$ cat src/rtl/dma_rd_sched_pkg.sv
// Shared widths and helpers for the DMA read-command scheduler slice.
package dma_rd_sched_pkg;

  localparam int ID_WIDTH            = 4;
  localparam int ADDR_WIDTH          = 32;
  localparam int DMA_SIZE_WIDTH      = 12;
  localparam int DMA_BURST_CNT_WIDTH = DMA_SIZE_WIDTH - 7;

  // One extra counter bit so an all-ones size yields 2^(W-8) without wrapping.
  function automatic logic [DMA_BURST_CNT_WIDTH-1:0] burst_count(input logic [DMA_SIZE_WIDTH-1:0] sz);
    return {1'b0, sz[DMA_SIZE_WIDTH-1:8]} + DMA_BURST_CNT_WIDTH'(1);
  endfunction

endpackage

$ cat src/rtl/dma_rd_sched_if.sv
// Channel descriptor, engine command and AR-observation signals of the scheduler.
interface dma_rd_sched_if
  import dma_rd_sched_pkg::*;
#(
  parameter int NUM_CH = 4
) ();

  localparam int CH_IDX_W = $clog2(NUM_CH);

  logic                               enable;
  logic [NUM_CH-1:0]                  ch_req;
  logic [NUM_CH*ID_WIDTH-1:0]         ch_id;
  logic [NUM_CH*ADDR_WIDTH-1:0]       ch_addr;
  logic [NUM_CH*DMA_SIZE_WIDTH-1:0]   ch_size;
  logic [NUM_CH-1:0]                  ch_grant;
  logic [NUM_CH-1:0]                  ch_done;
  logic                               start;
  logic [ID_WIDTH-1:0]                src_id;
  logic [ADDR_WIDTH-1:0]              src_addr;
  logic [DMA_SIZE_WIDTH-1:0]          size;
  logic                               ar_valid;
  logic                               ar_ready;
  logic                               busy;
  logic [CH_IDX_W-1:0]                cur_ch;

  modport master (
    output enable, ch_req, ch_id, ch_addr, ch_size, ar_valid, ar_ready,
    input  ch_grant, ch_done, start, src_id, src_addr, size, busy, cur_ch
  );

  modport slave (
    input  enable, ch_req, ch_id, ch_addr, ch_size, ar_valid, ar_ready,
    output ch_grant, ch_done, start, src_id, src_addr, size, busy, cur_ch
  );

endinterface

$ cat src/rtl/dma_rr_arb.sv
// Combinational round-robin picker: first requester at or after rr_ptr wins.
module dma_rr_arb #(
  parameter  int NUM_CH = 4,
  localparam int IDX_W  = $clog2(NUM_CH)
) (
  input  logic [NUM_CH-1:0] req,
  input  logic [IDX_W-1:0]  rr_ptr,
  output logic [NUM_CH-1:0] grant,
  output logic [IDX_W-1:0]  idx
);

  logic [IDX_W:0] cand;
  logic           found;

  always_comb begin
    grant = '0;
    idx   = '0;
    found = 1'b0;
    cand  = '0;
    for (int off = 0; off < NUM_CH; off++) begin
      cand = {1'b0, rr_ptr} + (IDX_W+1)'(off);
      if (cand >= (IDX_W+1)'(NUM_CH)) cand = cand - (IDX_W+1)'(NUM_CH);
      if (!found && req[cand[IDX_W-1:0]]) begin
        found = 1'b1;
        idx   = cand[IDX_W-1:0];
      end
    end
    if (found) grant = NUM_CH'(1) << idx;
  end

endmodule

$ cat src/rtl/dma_rd_sched.sv
// Shares one DMA read-command engine among NUM_CH channels, one descriptor at a time,
// counting AR handshakes to detect job completion.
module dma_rd_sched
  import dma_rd_sched_pkg::*;
#(
  parameter int NUM_CH = 4
) (
  input  logic          clk,
  input  logic          rst_n,
  dma_rd_sched_if.slave bus
);

  localparam int                 CH_IDX_W = $clog2(NUM_CH);
  localparam logic [CH_IDX_W-1:0] LAST_CH = CH_IDX_W'(NUM_CH-1);

  typedef enum logic [1:0] {S_IDLE = 2'd0, S_START = 2'd1, S_RUN = 2'd2} state_t;

  state_t                         state, state_nx;
  logic [CH_IDX_W-1:0]            rr_ptr, rr_ptr_nx;
  logic [CH_IDX_W-1:0]            cur_ch, cur_ch_nx;
  logic [CH_IDX_W-1:0]            arb_idx;
  logic [NUM_CH-1:0]              arb_gnt;
  logic [NUM_CH-1:0]              grant_q, grant_nx;
  logic [NUM_CH-1:0]              done_q, done_nx;
  logic                           start_q, start_nx;
  logic                           busy_q;
  logic [ID_WIDTH-1:0]            src_id_q, src_id_nx;
  logic [ADDR_WIDTH-1:0]          src_addr_q, src_addr_nx;
  logic [DMA_SIZE_WIDTH-1:0]      size_q, size_nx;
  logic [DMA_BURST_CNT_WIDTH-1:0] burst_cnt, burst_cnt_nx;
  logic                           ar_hs;

  assign ar_hs = bus.ar_valid && bus.ar_ready;

  dma_rr_arb #(.NUM_CH(NUM_CH)) u_arb (
    .req    (bus.ch_req),
    .rr_ptr (rr_ptr),
    .grant  (arb_gnt),
    .idx    (arb_idx)
  );

  // Every output is computed one cycle ahead here and flopped below.
  always_comb begin
    state_nx     = state;
    rr_ptr_nx    = rr_ptr;
    cur_ch_nx    = cur_ch;
    src_id_nx    = src_id_q;
    src_addr_nx  = src_addr_q;
    size_nx      = size_q;
    burst_cnt_nx = burst_cnt;
    start_nx     = 1'b0;
    grant_nx     = '0;
    done_nx      = '0;
    case (state)
      S_IDLE: begin
        if (bus.enable && (|bus.ch_req)) begin
          state_nx    = S_START;
          cur_ch_nx   = arb_idx;
          src_id_nx   = bus.ch_id[arb_idx*ID_WIDTH +: ID_WIDTH];
          src_addr_nx = bus.ch_addr[arb_idx*ADDR_WIDTH +: ADDR_WIDTH];
          size_nx     = bus.ch_size[arb_idx*DMA_SIZE_WIDTH +: DMA_SIZE_WIDTH];
          start_nx    = 1'b1;
          grant_nx    = arb_gnt;
        end
      end
      S_START: begin
        state_nx     = S_RUN;
        burst_cnt_nx = burst_count(size_q);
      end
      S_RUN: begin
        // Handshakes outside RUN are protocol violations and are ignored.
        if (ar_hs) begin
          burst_cnt_nx = burst_cnt - 1'b1;
          if (burst_cnt == DMA_BURST_CNT_WIDTH'(1)) begin
            done_nx   = NUM_CH'(1) << cur_ch;
            rr_ptr_nx = (cur_ch == LAST_CH) ? '0 : cur_ch + 1'b1;
            state_nx  = S_IDLE;
          end
        end
      end
      default: state_nx = S_IDLE;
    endcase
  end

  always_ff @(posedge clk or negedge rst_n) begin
    if (!rst_n) begin
      state      <= S_IDLE;
      rr_ptr     <= '0;
      cur_ch     <= '0;
      src_id_q   <= '0;
      src_addr_q <= '0;
      size_q     <= '0;
      burst_cnt  <= '0;
      start_q    <= 1'b0;
      grant_q    <= '0;
      done_q     <= '0;
      busy_q     <= 1'b0;
    end else begin
      state      <= state_nx;
      rr_ptr     <= rr_ptr_nx;
      cur_ch     <= cur_ch_nx;
      src_id_q   <= src_id_nx;
      src_addr_q <= src_addr_nx;
      size_q     <= size_nx;
      burst_cnt  <= burst_cnt_nx;
      start_q    <= start_nx;
      grant_q    <= grant_nx;
      done_q     <= done_nx;
      busy_q     <= (state_nx != S_IDLE);
    end
  end

  assign bus.start    = start_q;
  assign bus.ch_grant = grant_q;
  assign bus.ch_done  = done_q;
  assign bus.busy     = busy_q;
  assign bus.cur_ch   = cur_ch;
  assign bus.src_id   = src_id_q;
  assign bus.src_addr = src_addr_q;
  assign bus.size     = size_q;

endmodule
$ cat src/flat_wrapper.sv
// flat-port wrapper written by rule: the top's interface ports become plain ports
module dma_rd_sched_flat import dma_rd_sched_pkg::*;
#(
  parameter int NUM_CH = 4
)
  (clk, rst_n, bus_enable, bus_ch_req, bus_ch_id, bus_ch_addr, bus_ch_size, bus_ar_valid, bus_ar_ready, bus_ch_grant, bus_ch_done, bus_start, bus_src_id, bus_src_addr, bus_size, bus_busy, bus_cur_ch);
  dma_rd_sched_if #(.NUM_CH(NUM_CH)) bus_i ();
  input  logic clk;
  input  logic rst_n;
  input wire logic [$bits(bus_i.enable)-1:0] bus_enable;
  input wire logic [$bits(bus_i.ch_req)-1:0] bus_ch_req;
  input wire logic [$bits(bus_i.ch_id)-1:0] bus_ch_id;
  input wire logic [$bits(bus_i.ch_addr)-1:0] bus_ch_addr;
  input wire logic [$bits(bus_i.ch_size)-1:0] bus_ch_size;
  input wire logic [$bits(bus_i.ar_valid)-1:0] bus_ar_valid;
  input wire logic [$bits(bus_i.ar_ready)-1:0] bus_ar_ready;
  output wire logic [$bits(bus_i.ch_grant)-1:0] bus_ch_grant;
  output wire logic [$bits(bus_i.ch_done)-1:0] bus_ch_done;
  output wire logic [$bits(bus_i.start)-1:0] bus_start;
  output wire logic [$bits(bus_i.src_id)-1:0] bus_src_id;
  output wire logic [$bits(bus_i.src_addr)-1:0] bus_src_addr;
  output wire logic [$bits(bus_i.size)-1:0] bus_size;
  output wire logic [$bits(bus_i.busy)-1:0] bus_busy;
  output wire logic [$bits(bus_i.cur_ch)-1:0] bus_cur_ch;
  assign bus_i.enable = bus_enable;
  assign bus_i.ch_req = bus_ch_req;
  assign bus_i.ch_id = bus_ch_id;
  assign bus_i.ch_addr = bus_ch_addr;
  assign bus_i.ch_size = bus_ch_size;
  assign bus_i.ar_valid = bus_ar_valid;
  assign bus_i.ar_ready = bus_ar_ready;
  assign bus_ch_grant = bus_i.ch_grant;
  assign bus_ch_done = bus_i.ch_done;
  assign bus_start = bus_i.start;
  assign bus_src_id = bus_i.src_id;
  assign bus_src_addr = bus_i.src_addr;
  assign bus_size = bus_i.size;
  assign bus_busy = bus_i.busy;
  assign bus_cur_ch = bus_i.cur_ch;
  dma_rd_sched #(.NUM_CH(NUM_CH)) u_core (.clk(clk), .rst_n(rst_n), .bus(bus_i));
endmodule
$ cat config.mk
export PLATFORM = sky130hd
export DESIGN_NAME = dma_rd_sched_flat
export DESIGN_NICKNAME = d
export VERILOG_FILES = /design/src/rtl/dma_rd_sched_pkg.sv /design/src/rtl/dma_rd_sched_if.sv /design/src/rtl/dma_rr_arb.sv /design/src/rtl/dma_rd_sched.sv /design/src/flat_wrapper.sv
export SDC_FILE = /design/constraint.sdc
export NUM_CORES = 1
export LEC_CHECK = 0
export ABC_AREA = 1
export CAP_MARGIN = 20
export CORE_MARGIN = 2
export CORE_UTILIZATION = 41
export CTS_CLUSTER_DIAMETER = 200
export CTS_CLUSTER_SIZE = 8
export DETAILED_ROUTE_END_ITERATION = 8
export PLACE_DENSITY = 0.87
export SLEW_MARGIN = 0
export SYNTH_ARGS = -nofsm -noshare
export SYNTH_HDL_FRONTEND = slang
export SYNTH_SLANG_ARGS = --single-unit
$ cat constraint.sdc
create_clock -name clk -period 2 [get_ports clk]
set_input_delay 0.5 -clock clk [delete_from_list [all_inputs] [get_ports clk]]
set_output_delay 0.5 -clock clk [all_outputs]
set_load 0.05 [all_outputs]
==> flow_results.xml <==
<?xml version="1.0" encoding="UTF-8"?>
<metrics>
  <group name="run_status">
    <metric name="run_status" unit="">finished, violations left</metric>
    <metric name="failed_checks" unit="">negative setup slack</metric>
  </group>
  <group name="routing">
    <metric name="detailroute.via_count" unit="">6654</metric>
    <metric name="drtAntennaViolNets" unit="">0</metric>
    <metric name="initialDrtViolationCount" unit="">605</metric>
    <metric name="wire_per_inst" unit="um">16.42</metric>
    <metric name="finalWirelength" unit="mm">20.41</metric>
    <metric name="drt-pass1-iter-count" unit="">5</metric>
    <metric name="vias_per_cell" unit="">5.353</metric>
    <metric name="drt_drc_violations_left" unit="">0</metric>
  </group>
  <group name="sta">
    <metric name="slew_violations" unit="">0</metric>
    <metric name="postLayoutSetupSlackWorst" unit="ns">-0.09351</metric>
    <metric name="finClkSkew" unit="ns">0.004910</metric>
    <metric name="setup_repair_after_global_routing_missed_its_margin" unit="">yes</metric>
    <metric name="maximum_clock_frequency" unit="MHz">477.7</metric>
    <metric name="final.period_utilization" unit="%">104.7</metric>
    <metric name="slew-limit-headroom" unit="%">65.53</metric>
    <metric name="hold_violations" unit="">0</metric>
    <metric name="worstMarginPinSlew" unit="ns">0.5162</metric>
    <metric name="shortest_clock_period_the_worst_path_allows_after_layout" unit="ns">2.094</metric>
    <metric name="setup_total_negative_slack" unit="ns">-2.127</metric>
    <metric name="setup_viol" unit="">49</metric>
  </group>
  <group name="yosys">
    <metric name="synth_top_cell_by_area" unit="">nand2_1</metric>
    <metric name="netlist_top_cells_area" unit="">nand2_1 38%, dfrtp_1 34%, nand4_1 12%</metric>
    <metric name="yosysMostFrequentCell" unit="">nand2_1</metric>
    <metric name="syn_avg_cell_area" unit="um2">6.074</metric>
    <metric name="synth-edff-count" unit="">0</metric>
    <metric name="ys_seq_elements" unit="">69</metric>
    <metric name="post_synth_num_cell_types" unit="">27</metric>
    <metric name="gate_count_of_the_mapped_netlist" unit="">833</metric>
    <metric name="synth_flop_cell" unit="">dfrtp_1</metric>
    <metric name="synthDominantCellAreaShare" unit="%">38.43</metric>
    <metric name="synth_commonest_cells" unit="">518 x nand2_1, 99 x nand4_1, 69 x dfrtp_1, 26 x clkbuf_1, 25 x buf_2</metric>
    <metric name="seq_area_frac_synth" unit="%">34.12</metric>
    <metric name="asyncSetResetFlopFracSynth" unit="%">100.0</metric>
    <metric name="mappedNetlistNets" unit="">1041</metric>
    <metric name="synthesis.yosys.warnings" unit="">0</metric>
    <metric name="syn_area" unit="mm2">0.005060</metric>
  </group>
  <group name="final_layout">
    <metric name="area_delta_synth_final" unit="%">70.97</metric>
    <metric name="count_of_inserted_antenna_diode_cells" unit="">0</metric>
    <metric name="fillCellCount" unit="">966</metric>
    <metric name="layoutNonFillerInstCount" unit="">1243</metric>
    <metric name="post_route_standard_cell_area_excluding_fillers" unit="mm2">0.008651</metric>
    <metric name="finalCoreUtilization" unit="%">72.02</metric>
    <metric name="layout-drive-gt1-share" unit="%">13.69</metric>
    <metric name="finish.net_count" unit="">1300</metric>
  </group>
  <group name="setup_path">
    <metric name="critical_path.startpoint_type" unit="">flop</metric>
    <metric name="timing.critical_path.cells" unit="">inv_4, nand2_2, nand2_4, nand2_4, nand2_2, nand2_4, nand2_4, nand2_4, nand3_4, buf_12, buf_16, nand2_1, nand2_1, nand2_1, nand2_1, nand2_1, nand2_1</metric>
    <metric name="cp.required" unit="ns">2.21</metric>
    <metric name="critPathCaptureType" unit="">flop</metric>
    <metric name="worstReg2RegStart" unit="">u_core.rr_ptr[0]</metric>
    <metric name="critPathMostFrequentCell" unit="">nand2_1</metric>
    <metric name="r2r.worst_path.cells" unit="">17</metric>
    <metric name="setup_cp_type" unit="">reg -&gt; reg</metric>
    <metric name="critPathArrivalTime" unit="ns">2.31</metric>
    <metric name="worst-r2r-setup-slack" unit="ns">-0.09</metric>
    <metric name="timing.critical_path.fanout_max" unit="">21</metric>
    <metric name="regToRegEndpoint" unit="">u_core.bus.src_addr[23]</metric>
    <metric name="slowest_delay" unit="ns">0.47</metric>
    <metric name="worst_path_max_delay_cell" unit="">dfrtp_2</metric>
  </group>
  <group name="job">
    <metric name="maxCapViolCount" unit="">0</metric>
  </group>
  <group name="clock_network">
    <metric name="post_cts_hold_buffer_count" unit="">0</metric>
    <metric name="clockBufferDepth" unit="">2</metric>
    <metric name="worst_skew_pair_latency" unit="ns">0.32</metric>
    <metric name="cts_sinks" unit="">69</metric>
    <metric name="cts_root_buffer" unit="">clkbuf_16</metric>
    <metric name="clk_transition_reported_paths" unit="ns">0.05</metric>
    <metric name="tritoncts_clock_tree" unit="">yes</metric>
    <metric name="cts_buffers" unit="">9</metric>
    <metric name="cts_htree_levels" unit="">3</metric>
  </group>
  <group name="floorplanning">
    <metric name="floorplan.die.height" unit="um">115.1</metric>
    <metric name="die_x" unit="um">115.1</metric>
    <metric name="initial_core_util" unit="%">42.13</metric>
    <metric name="num_rows" unit="">40</metric>
    <metric name="core_area" unit="mm2">0.01201</metric>
    <metric name="design.die.area" unit="mm2">0.01325</metric>
    <metric name="ioPinCount" unit="">261</metric>
  </group>
  <group name="grt">
    <metric name="grt_pass1_vias" unit="">6143</metric>
    <metric name="grt_antenna_before_repair" unit="">0</metric>
    <metric name="overall_routing_resource_usage" unit="%">28.99</metric>
    <metric name="global_route.overflow_total" unit="">0</metric>
    <metric name="grt_pass1_wl" unit="mm">30.38</metric>
    <metric name="grt_start_max_net_pins" unit="">58</metric>
  </group>
  <group name="placed_design">
    <metric name="place.gp.congestion" unit="">0.8890</metric>
    <metric name="placedCellCount" unit="">1207</metric>
    <metric name="post_dp_cell_area" unit="mm2">0.007853</metric>
    <metric name="detailed_place_hpwl" unit="mm">13.42</metric>
    <metric name="portBuffers" unit="">260</metric>
  </group>
  <group name="hold_path">
    <metric name="hold_class" unit="">in -&gt; async</metric>
  </group>
  <group name="power">
    <metric name="power_density" unit="mW/mm2">1899</metric>
    <metric name="internal-power" unit="mW">7.860</metric>
    <metric name="switchingPower" unit="mW">8.571</metric>
    <metric name="swShare" unit="%">52.16</metric>
    <metric name="vdd.ir_drop.worst" unit="mV">0.9491</metric>
    <metric name="power.combinational.fraction" unit="%">75.6</metric>
    <metric name="p_leak" unit="nW">4.583</metric>
    <metric name="power_frac_seq" unit="%">14.7</metric>
    <metric name="power_frac_clock" unit="%">9.7</metric>
  </group>
</metrics>
## registers in the layout, summed over array words and instances (netlist names)
signal and flops:
u_core.bus.src_addr 32, u_core.bus.ch_done 4, u_core.state 2, u_core.bus.ch_grant 4, u_core.bus.size 12, u_core.bus.busy 1
u_core.burst_cnt 5, u_core.bus.src_id 4, u_core.bus.cur_ch 2, u_core.rr_ptr 2, u_core.bus.start 1
## timing repair
| action | CTS | global route |
|---|---|---|
| gates resized for setup | 20 | 42 |
| pin swaps | 0 | 17 |
| setup buffers | 10 | 3 |
| endpoints found under the setup margin | 49 | 58 |
| cloned | 4 | 4 |
## worst max-delay path, delay by kind of cell, from the launching register on
family / cells / cell delay (ns)
buffers and inverters: 3 / 0.44
flip-flops: 1 / 0.47
AND/OR/NAND/NOR: 14 / 1.07
## per-stage QoR
step / setup slack [ns] / power (mW) / hold slack, ns
3_5_place_dp: -0.4055 / 12.71 / 0.4021
4_1_cts: -0.004084 / 15.37 / 0.05655
3_3_place_gp: -0.3445 / 12.48 / 0.3981
6_report: -0.09351 / 16.43 / 0.05325
5_1_grt: -0.2056 / 17.61 / 0.07529
2_1_floorplan: 0.1885 / 9.556 / 0.2044
## layout make-up
type / count / area [um2] / area share [%]
clock buffers: 14 / 264.0 / 3.052
clock inverters: 1 / 30.03 / 0.3471
inverters: 24 / 97.59 / 1.128
well taps: 147 / 183.9 / 2.126
repair buffers: 310 / 3262 / 37.71
multi-input cells: 678 / 3084 / 35.65
flip-flops and latches: 69 / 1729 / 19.99
## cell families (layout without fill, tap and decap cells)
| family | after synthesis | after routing | synth area share, % |
|---|---|---|---|
| AOI/OAI and AO/OA | 18 | 18 | 2.028 |
| DFF | 69 | 69 | 34.12 |
| xor gates and xnor gates | 3 | 3 | 0.5194 |
| adders and majority gates | 7 | 7 | 1.731 |
| and+or+nand+nor | 650 | 650 | 53.81 |
| buffers and inverters | 86 | 349 | 7.789 |
## layer usage
layer	global-route usage (%)	wire length, um	share of wire, %	up-vias
met1	35.73	7673	38	3027
met4	13.49	929	4.6	0
met2	48.75	9980	49	366
met3	6.009	1829	9.0	77
met5	0	0	0	-
li1	-	-	-	3184
## cell usage in the layout, fill, tap and decap left out, types with 6 or more instances in the layout
master and count:
buf_12 15, buf_16 7, buf_4 68, clkbuf_16 12, clkdlybuf4s50_1 205, dfrtp_1 67, ha_1 7, inv_1 14
inv_2 7, nand2_1 501, nand2_2 13, nand2_4 6, nand3_2 6, nand4_1 99, nor2_1 15, o21ai_0 7
## worst max path at each step
stage / from / depth (start not counted) / slack [ns] / end
2_1_floorplan: bus_ch_req[1] / 16 / 0.19 / u_core.bus.src_addr[10]
3_3_place_gp: bus_ch_req[3] / 14 / -0.34 / u_core.bus.src_addr[23]
3_5_place_dp: bus_ch_req[2] / 17 / -0.41 / u_core.bus.src_id[0]
4_1_cts: u_core.rr_ptr[0] / 17 / -0.004 / u_core.bus.src_addr[17]
5_1_grt: u_core.rr_ptr[0] / 17 / -0.21 / u_core.bus.src_addr[23]
6_report: u_core.rr_ptr[0] / 17 / -0.09 / u_core.bus.src_addr[23]
## power by group through the flow
stage	clock (mW)	combinational, mW	sequential [mW]
finish	1.59	12.4	2.42
CTS	1.62	11.3	2.41
detailed placement	0	10.3	2.40
global route	1.69	13.4	2.48
floorplan	0	5.61	3.95
global placement	0	10.1	2.38
Note: power is estimated with default switching activity, not from simulation.
